### src/rtl/otter_csr_pkg.sv
// Shared CSR addresses, mstatus bit positions and CSR operation encoding for the
// OTTER machine-mode CSR / interrupt controller.
package otter_csr_pkg;

    localparam logic [11:0] CSR_MSTATUS = 12'h300;
    localparam logic [11:0] CSR_MTVEC   = 12'h305;
    localparam logic [11:0] CSR_MEPC    = 12'h341;
    localparam logic [11:0] CSR_MCAUSE  = 12'h342;

    localparam int MSTATUS_MIE_BIT  = 3;
    localparam int MSTATUS_MPIE_BIT = 7;

    typedef enum logic [2:0] {
        CSR_RW = 3'b001,
        CSR_RS = 3'b010,
        CSR_RC = 3'b011
    } csr_op_t;

    // Read-modify-write result for a CSR instruction; unknown ops leave the value alone.
    function automatic logic [31:0] csr_apply(input logic [2:0] op,
                                              input logic [31:0] old_val,
                                              input logic [31:0] wd);
        logic [31:0] res;
        case (op)
            CSR_RW:  res = wd;
            CSR_RS:  res = old_val | wd;
            CSR_RC:  res = old_val & ~wd;
            default: res = old_val;
        endcase
        return res;
    endfunction

endpackage

### src/rtl/intr_sync_edge.sv
// Multi-flop synchronizer for the asynchronous external interrupt line followed by
// an edge flop; emits a registered one-cycle pulse on each synchronized rising edge.
module intr_sync_edge #(
    parameter int SYNC_STAGES = 2
) (
    input  logic clk,
    input  logic RST,
    input  logic async_in,
    output logic rise
);

    logic [SYNC_STAGES-1:0] sync_r;
    logic                   edge_r;
    logic                   rise_r;
    logic                   sync_out_s;

    assign sync_out_s = sync_r[SYNC_STAGES-1];

    // Synchronizer chain, edge history and registered rise pulse.
    always_ff @(posedge clk) begin
        if (RST) begin
            sync_r <= {SYNC_STAGES{1'b0}};
            edge_r <= 1'b0;
            rise_r <= 1'b0;
        end else begin
            sync_r <= {sync_r[SYNC_STAGES-2:0], async_in};
            edge_r <= sync_out_s;
            rise_r <= sync_out_s & ~edge_r;
        end
    end

    assign rise = rise_r;

endmodule

### src/rtl/otter_csr_intr_ctrl.sv
// Machine-mode CSR file (mstatus, mtvec, mepc, mcause) and external interrupt
// request logic for the OTTER multicycle core.
module otter_csr_intr_ctrl
    import otter_csr_pkg::*;
#(
    parameter int          SYNC_STAGES = 2,
    parameter logic [31:0] MCAUSE_EXT  = 32'h8000_000B
) (
    input  logic        clk,
    input  logic        RST,
    input  logic        ext_intr,
    input  logic        csr_WE,
    input  logic [2:0]  func3,
    input  logic [11:0] csr_addr,
    input  logic [31:0] csr_wd,
    input  logic [31:0] pc,
    input  logic        int_taken,
    input  logic        mret_exec,
    output logic        intr,
    output logic [31:0] mtvec,
    output logic [31:0] mepc,
    output logic [31:0] csr_rd
);

    logic        mie_r, mpie_r, pending_r;
    logic [31:2] mtvec_r, mepc_r;
    logic [31:0] mcause_r;

    logic        mie_nxt_s, mpie_nxt_s, pending_nxt_s;
    logic [31:2] mtvec_nxt_s, mepc_nxt_s;
    logic [31:0] mcause_nxt_s;
    logic        rise_s, wr_en_s;
    logic [31:0] wr_val_s;
    logic        unused_pc_s;

    assign unused_pc_s = &pc[1:0];

    intr_sync_edge #(.SYNC_STAGES(SYNC_STAGES)) u_sync (
        .clk      (clk),
        .RST      (RST),
        .async_in (ext_intr),
        .rise     (rise_s)
    );

    // Combinational CSR read of the pre-write value.
    always_comb begin
        csr_rd = 32'h0000_0000;
        case (csr_addr)
            CSR_MSTATUS: begin
                csr_rd[MSTATUS_MIE_BIT]  = mie_r;
                csr_rd[MSTATUS_MPIE_BIT] = mpie_r;
            end
            CSR_MTVEC:  csr_rd = {mtvec_r, 2'b00};
            CSR_MEPC:   csr_rd = {mepc_r, 2'b00};
            CSR_MCAUSE: csr_rd = mcause_r;
            default:    csr_rd = 32'h0000_0000;
        endcase
    end

    // Software write qualification; invalid func3 codes never write.
    always_comb begin
        wr_val_s = csr_apply(func3, csr_rd, csr_wd);
        case (func3)
            CSR_RW, CSR_RS, CSR_RC: wr_en_s = csr_WE;
            default:                wr_en_s = 1'b0;
        endcase
    end

    // Next-state: trap entry beats MRET beats software writes.
    always_comb begin
        mie_nxt_s    = mie_r;
        mpie_nxt_s   = mpie_r;
        mtvec_nxt_s  = mtvec_r;
        mepc_nxt_s   = mepc_r;
        mcause_nxt_s = mcause_r;
        if (int_taken) begin
            mepc_nxt_s   = pc[31:2];
            mcause_nxt_s = MCAUSE_EXT;
            mpie_nxt_s   = mie_r;
            mie_nxt_s    = 1'b0;
        end else if (mret_exec) begin
            mie_nxt_s    = mpie_r;
            mpie_nxt_s   = 1'b1;
        end else if (wr_en_s) begin
            case (csr_addr)
                CSR_MSTATUS: begin
                    mie_nxt_s  = wr_val_s[MSTATUS_MIE_BIT];
                    mpie_nxt_s = wr_val_s[MSTATUS_MPIE_BIT];
                end
                CSR_MTVEC:  mtvec_nxt_s  = wr_val_s[31:2];
                CSR_MEPC:   mepc_nxt_s   = wr_val_s[31:2];
                CSR_MCAUSE: mcause_nxt_s = wr_val_s;
                default:    mcause_nxt_s = mcause_r;
            endcase
        end else begin
            mie_nxt_s = mie_r;
        end
    end

    // A new edge must never be lost, so it wins over a simultaneous acknowledge.
    always_comb begin
        if (rise_s) begin
            pending_nxt_s = 1'b1;
        end else if (int_taken) begin
            pending_nxt_s = 1'b0;
        end else begin
            pending_nxt_s = pending_r;
        end
    end

    // CSR and pending state registers.
    always_ff @(posedge clk) begin
        if (RST) begin
            mie_r     <= 1'b0;
            mpie_r    <= 1'b0;
            pending_r <= 1'b0;
            mtvec_r   <= 30'h0;
            mepc_r    <= 30'h0;
            mcause_r  <= 32'h0000_0000;
        end else begin
            mie_r     <= mie_nxt_s;
            mpie_r    <= mpie_nxt_s;
            pending_r <= pending_nxt_s;
            mtvec_r   <= mtvec_nxt_s;
            mepc_r    <= mepc_nxt_s;
            mcause_r  <= mcause_nxt_s;
        end
    end

    assign intr  = pending_r & mie_r;
    assign mtvec = {mtvec_r, 2'b00};
    assign mepc  = {mepc_r, 2'b00};

endmodule

### config.mk
export PLATFORM = sky130hd
export DESIGN_NAME = otter_csr_intr_ctrl
export DESIGN_NICKNAME = d
export VERILOG_FILES = /design/src/rtl/otter_csr_pkg.sv /design/src/rtl/intr_sync_edge.sv /design/src/rtl/otter_csr_intr_ctrl.sv
export SDC_FILE = /design/constraint.sdc
export NUM_CORES = 1
export LEC_CHECK = 0
export CORE_MARGIN = 4
export CORE_UTILIZATION = 49
export CTS_CLUSTER_DIAMETER = 40
export DETAILED_ROUTE_END_ITERATION = 12
export GPL_TIMING_DRIVEN = 0
export PLACE_DENSITY = 0.92
export SYNTH_ARGS = -nofsm -noshare
export SYNTH_HDL_FRONTEND = slang
export SYNTH_SLANG_ARGS = --single-unit
### constraint.sdc
create_clock -name clk -period 4.85 [get_ports clk]
set_clock_uncertainty 0.2 [all_clocks]
set_input_delay 1.2125 -clock clk [delete_from_list [all_inputs] [get_ports clk]]
set_output_delay 1.2125 -clock clk [all_outputs]
set_load 0.05 [all_outputs]
Yosys cells after proc, flatten, opt, wreduce, memory -nomap -nowiden
Cells that the tools add are included.
Storage, ports and cells
  flip-flop bits (word level): 99
  input port bits: 85
  output and inout port bits: 97
Operators by class
  eq/ne operators: 8
  multiplexer cells: 24
  bitwise gates (word level): 8
  reductions and logical operators: 16
Operator list (number)
  two-way mux 32 bit: 4
  two-way mux 30 bit: 4
  one-hot mux 32 bit (3 select lines): 1
  one-hot mux 24 bit (3 select lines): 1
  equality test 12 x 10 -> 1 bit, second input constant: 4
  bitwise AND 32 bit: 1
  NOT 32 bit: 1
  bitwise OR 32 bit: 1
  one-hot mux 3 bit (3 select lines): 2
  nonzero test 2 bit: 6
  two-way mux 1 bit: 10
  AND reduction 3 bit: 3
  one-hot mux 1 bit (4 select lines): 2
  equality test 3 x 2 -> 1 bit, second input constant: 2
  nonzero test 3 bit: 2
  AND reduction 2 bit: 2
  AND reduction 4 bit: 1
  equality test 3 x 1 -> 1 bit, second input constant: 1
  NOT 1 bit: 3
  OR reduction 3 bit: 1
  bitwise AND 1 bit: 2
  != test 2 bit, second input constant: 1
  OR reduction 2 bit: 1

Logic depth before layout (Yosys ltp)
  depth after elaboration: 8
  mapped depth: 7
  mapped depth without buffers: 5

Modules after synthesis
From an unflattened synthesis, not the netlist that was laid out.
Unflattened totals
  cell total of the unflattened synthesis: 705
  area, all modules: 5285.1 sq um
Modules (own cells, without submodules)
  otter_csr_intr_ctrl: times used 1, cells an instance 697, area an instance 5173.7 sq um
  intr_sync_edge: times used 1, cells an instance 8, area an instance 111.4 sq um

Worst setup path after synthesis
No wires, ideal clock.
  path kind: input -> output
  start point: in csr_addr[5]
  end point: out csr_rd[10]
  arrival: 2.759 ns
  path slack: 0.678 ns
  cell stages on the path: 6
  buffers on the path: 3
  cells stage by stage: nor4b_2 -> and2_1 -> buf_2 -> clkbuf_1 -> clkbuf_1 -> and2_1
On the way
  longest elaborated chain between the ends: 2
  elaborated cells between the ends (all ways): 4
Ends and longest elaborated chain
  start, declared: RTL line otter_csr_intr_ctrl.sv:14  | input logic [11:0] csr_addr,
  equality test 12 x 10 -> 1 bit: RTL line otter_csr_intr_ctrl.sv:48  | case (csr_addr)
  one-hot mux 24 bit (3 select lines) *: RTL line otter_csr_intr_ctrl.sv:48
  end, declared: RTL line otter_csr_intr_ctrl.sv:22  | output logic [31:0] csr_rd
Mark *: on every way between the ends. The rest lies on a longest branch, timed or not.

Worst setup path in the final report
Same ends and word-level chain as after synthesis.

==> impl_metrics.csv <==
group,metric,value,unit
run_status,run_status,"finished clean",
grt,antenna_violations_before_repair,0,
clocking,clock_buffers_created_by_tritoncts,9,
yosys,ys_dominant_reg_cell,"dfxtp_1",
die,die_height,110.7,um
yosys,synth.yosys.warnings,0,
sta,maximum_clock_frequency,210.4,MHz
sta,post-route-worst-setup-slack,0.09683,ns
routing,drt_pre_antenna_iters,7,
yosys,post_synth_num_cell_types,51,
setup_path,slowest_delay,0.41,ns
grt,grt.total_usage,32.10,%
final_layout,layout_commonest_cell,"clkdlybuf4s50_1",
placement,port_buffers,174,
clocking,tritoncts,"built",
sta,hold_viol_final,0,
die,initial_core_util,50.24,%
sta,unrepaired_setup_endpoints_after_global_routing,"no",
hold_path,hp-class,"reg -> reg",
setup_path,critPathLaunch,"csr_addr[5]",
pwr,powerDensity,241.1,mW/mm^2
routing,viasPerCell,6.839,
die,fp.dieArea,0.01224,mm^2
clocking,worst_setup_hold_path_clk_slew,0.09,ns
yosys,synth-seq-cells,99,
setup_path,critPathKind,"in -> out",
setup_path,timing.critical_path.required,3.44,ns
setup_path,timing.critical_path.mode_cell,"clkbuf_4",
routing,drtIter0Drc,859,
placement,dp_hpwl,14.94,mm
routing,drt.antenna.violating_nets,0,
setup_path,timing.critical_path.fanout_max,10,
setup_path,critical_path.n_buffers_inverters,5,
pwr,vdd_ir_drop_max,0.1749,mV
flow_run,max_cap_violations,0,
setup_path,cp.depth,8,
routing,routed_wl,20.81,mm
grt,grt_pass1_vias,6289,
clocking,cts.sink_count,99,
clocking,ctsRootBufferMaster,"clkbuf_8",
final_layout,finalCoreUtilization,69.80,%
grt,grt_remaining_overflow,0,
final_layout,area_growth_syn_to_layout,38.91,%
yosys,synth_cells,608,
final_layout,final_cell_mix,"clkdlybuf4s50_1, dfxtp_1, o21ai_0",
die,fp-row-count,37,
sta,final_min_period_over_clock_period,98.00,%
placement,detailed_place.area,0.007087,mm^2
placement,finalWeightedCongestion,0.9538,
placement,post-place-ws,-0.8940,ns
setup_path,worstPathArrival,3.34,ns
sta,period_needed,4.753,ns
clocking,cts_buffer_depth,2,
die,ioPinCount,182,
setup_path,crit_family,"buffers and inverters",
sta,max-slew-margin-rel,51.27,%
setup_path,critical_path.slowest_cell,"clkdlybuf4s50_1",
sta,timing.hold.ws,0.1976,ns
yosys,synth_enable_flop_cells,0,
sta,drv_slew,0,
die,coreArea,0.01028,mm^2
yosys,synthArstFlopShare,0,%
final_layout,postLayoutCellArea,0.007173,mm^2
yosys,syn_area_per_cell,8.493,um^2
yosys,post_synth_instance_area,0.005164,mm^2
grt,grt_max_degree,17,
final_layout,final_nets,881,
setup_path,rr_startpoint,"mepc_r[3]$_SDFFE_PP0P_",
sta,setup-violations-final,0,
clocking,worst_skew_pair.late_latency,0.38,ns
clocking,post_cts_buffers,0,
setup_path,setup.reg_to_reg.worst_slack,2.99,ns
routing,routed_wire_length_per_instance,22.24,um
yosys,ys_seq_area_share,38.38,%
sta,max_slew.worst_pin.slew,0.7309,ns
setup_path,worst_setup_path_start_kind,"input pin",
pwr,finalPower,1.729,mW
clocking,holdBufCountCts,0,
routing,detailroute.via_count,6401,
setup_path,path_cells,"clkdlybuf4s50_1 -> nor4b_2 -> and2_2 -> clkbuf_4 -> clkbuf_4 -> clkbuf_4 -> and2_1 -> clkbuf_4",
setup_path,crit_end,"csr_rd[10]",
pwr,power.leakage,2.535,nW
final_layout,insertedDiodeCount,0,
setup_path,worstSetupEndpointType,"output port",
clocking,htree_num_levels,3,
die,floorplan.die.width,110.7,um
final_layout,fillerInstances,814,
grt,grt_pass1_wl,32.66,mm
routing,drc,0,
final_layout,fraction_of_layout_cells_with_a_size_suffix_above_1,11.25,%
setup_path,r2r-end,"mcause_r[3]$_SDFFE_PP0P_",
setup_path,worst-r2r-cell-count,5,
[timing repair]
| action | in CTS | in global routing |
|---|---|---|
| gates cloned | 0 | 0 |
| gates resized for setup | 121 | 35 |
| setup endpoints to repair | 32 | 31 |
[cell families after synthesis]
logic type | count (synthesis) | synth area share (%)
AO/OA/AOI/OAI | 285 | 39.91
AND/OR/NAND/NOR | 147 | 15.00
flip-flops | 99 | 38.38
buffers and inverters | 73 | 6.082
XOR/XNOR | 2 | 0.3393
multiplexers | 1 | 0.2181
other | 1 | 0.07262
[worst register-to-register path: cells and delay by family, from the launching register on]
kind | cells | cell delay (ns)
simple gates | 1 | 0.19
flops | 1 | 0.34
compound gates | 4 | 0.99
[stage by stage]
step,setup TNS [ns],instances
5_1_grt,0,936
3_3_place_gp,-17.81,921
6_report,0,936
2_1_floorplan,0,611
4_1_cts,0,936
3_5_place_dp,-19.04,921
[metal layers]
metal,up-vias,global-route usage [%],wire length (um)
met4,0,15.44,942
met2,617,52.10,9533
met1,2944,39.66,7364
met3,116,8.242,2973
met5,-,0,0
li1,2724,-,-
[cell usage after synthesis, drive strengths merged (3+ instances only)]
master / count / area (um^2)
a211oi: 30 / 225.2
a21oi: 49 / 245.2
a221o: 27 / 270.3
a22o: 9 / 78.83
a22oi: 27 / 202.7
a31oi: 3 / 18.77
a32oi: 22 / 192.7
and2: 25 / 156.4
and3: 5 / 31.28
and3b: 4 / 35.03
buf: 26 / 137.6
clkbuf: 42 / 157.7
dfxtp: 99 / 1982
inv: 5 / 18.76
nand2: 31 / 116.4
nand2b: 3 / 18.77
nand3: 4 / 20.02
nor2: 47 / 181.4
nor2b: 9 / 56.30
nor3: 4 / 20.02
o21ai: 59 / 295.3
o2bb2ai: 19 / 166.4
o311a: 20 / 200.2
o31a: 7 / 61.31
o31ai: 4 / 30.03
[how the worst min path moves through the flow]
stage / startpoint / endpoint / slack, ns / cells after the start
3_3_place_gp: u_sync.edge_r$_SDFF_PP0_ / u_sync.rise$_SDFF_PP0_ / 0.18 / 1
4_1_cts: u_sync.edge_r$_SDFF_PP0_ / u_sync.rise$_SDFF_PP0_ / 0.19 / 1
2_1_floorplan: u_sync.edge_r$_SDFF_PP0_ / u_sync.rise$_SDFF_PP0_ / 0.17 / 1
6_report: u_sync.edge_r$_SDFF_PP0_ / u_sync.rise$_SDFF_PP0_ / 0.20 / 1
3_5_place_dp: u_sync.edge_r$_SDFF_PP0_ / u_sync.rise$_SDFF_PP0_ / 0.18 / 1
5_1_grt: u_sync.edge_r$_SDFF_PP0_ / u_sync.rise$_SDFF_PP0_ / 0.20 / 1
[layout make-up]
type	count	area, um^2	area share (%)
Multi-Input combinational cell	439	2880	40.15
Inverter	5	18.77	0.2616
Tap cell	136	170.2	2.372
Timing Repair Buffer	174	1608	22.41
Buffer	68	315.3	4.396
Sequential cell	99	1982	27.63
Clock buffer	10	137.6	1.919
Clock inverter	5	61.31	0.8547
[flip-flops by register name, indices dropped and copies added (netlist names)]
signal and cells:
mcause_r 32, u_sync.sync_r 2, mepc_r 30, u_sync.rise 1, pending_r 1, mtvec_r 30
mpie_r 1, u_sync.edge_r 1, mie_r 1
[power by group]
part	switching, mW	internal (mW)	total, mW
sequential	0.0156	0.832	0.847
combinational	0.188	0.130	0.318
clock	0.312	0.252	0.564
total	0.515	1.21	1.73
No activity file was read; power rests on OpenSTA's default activity.
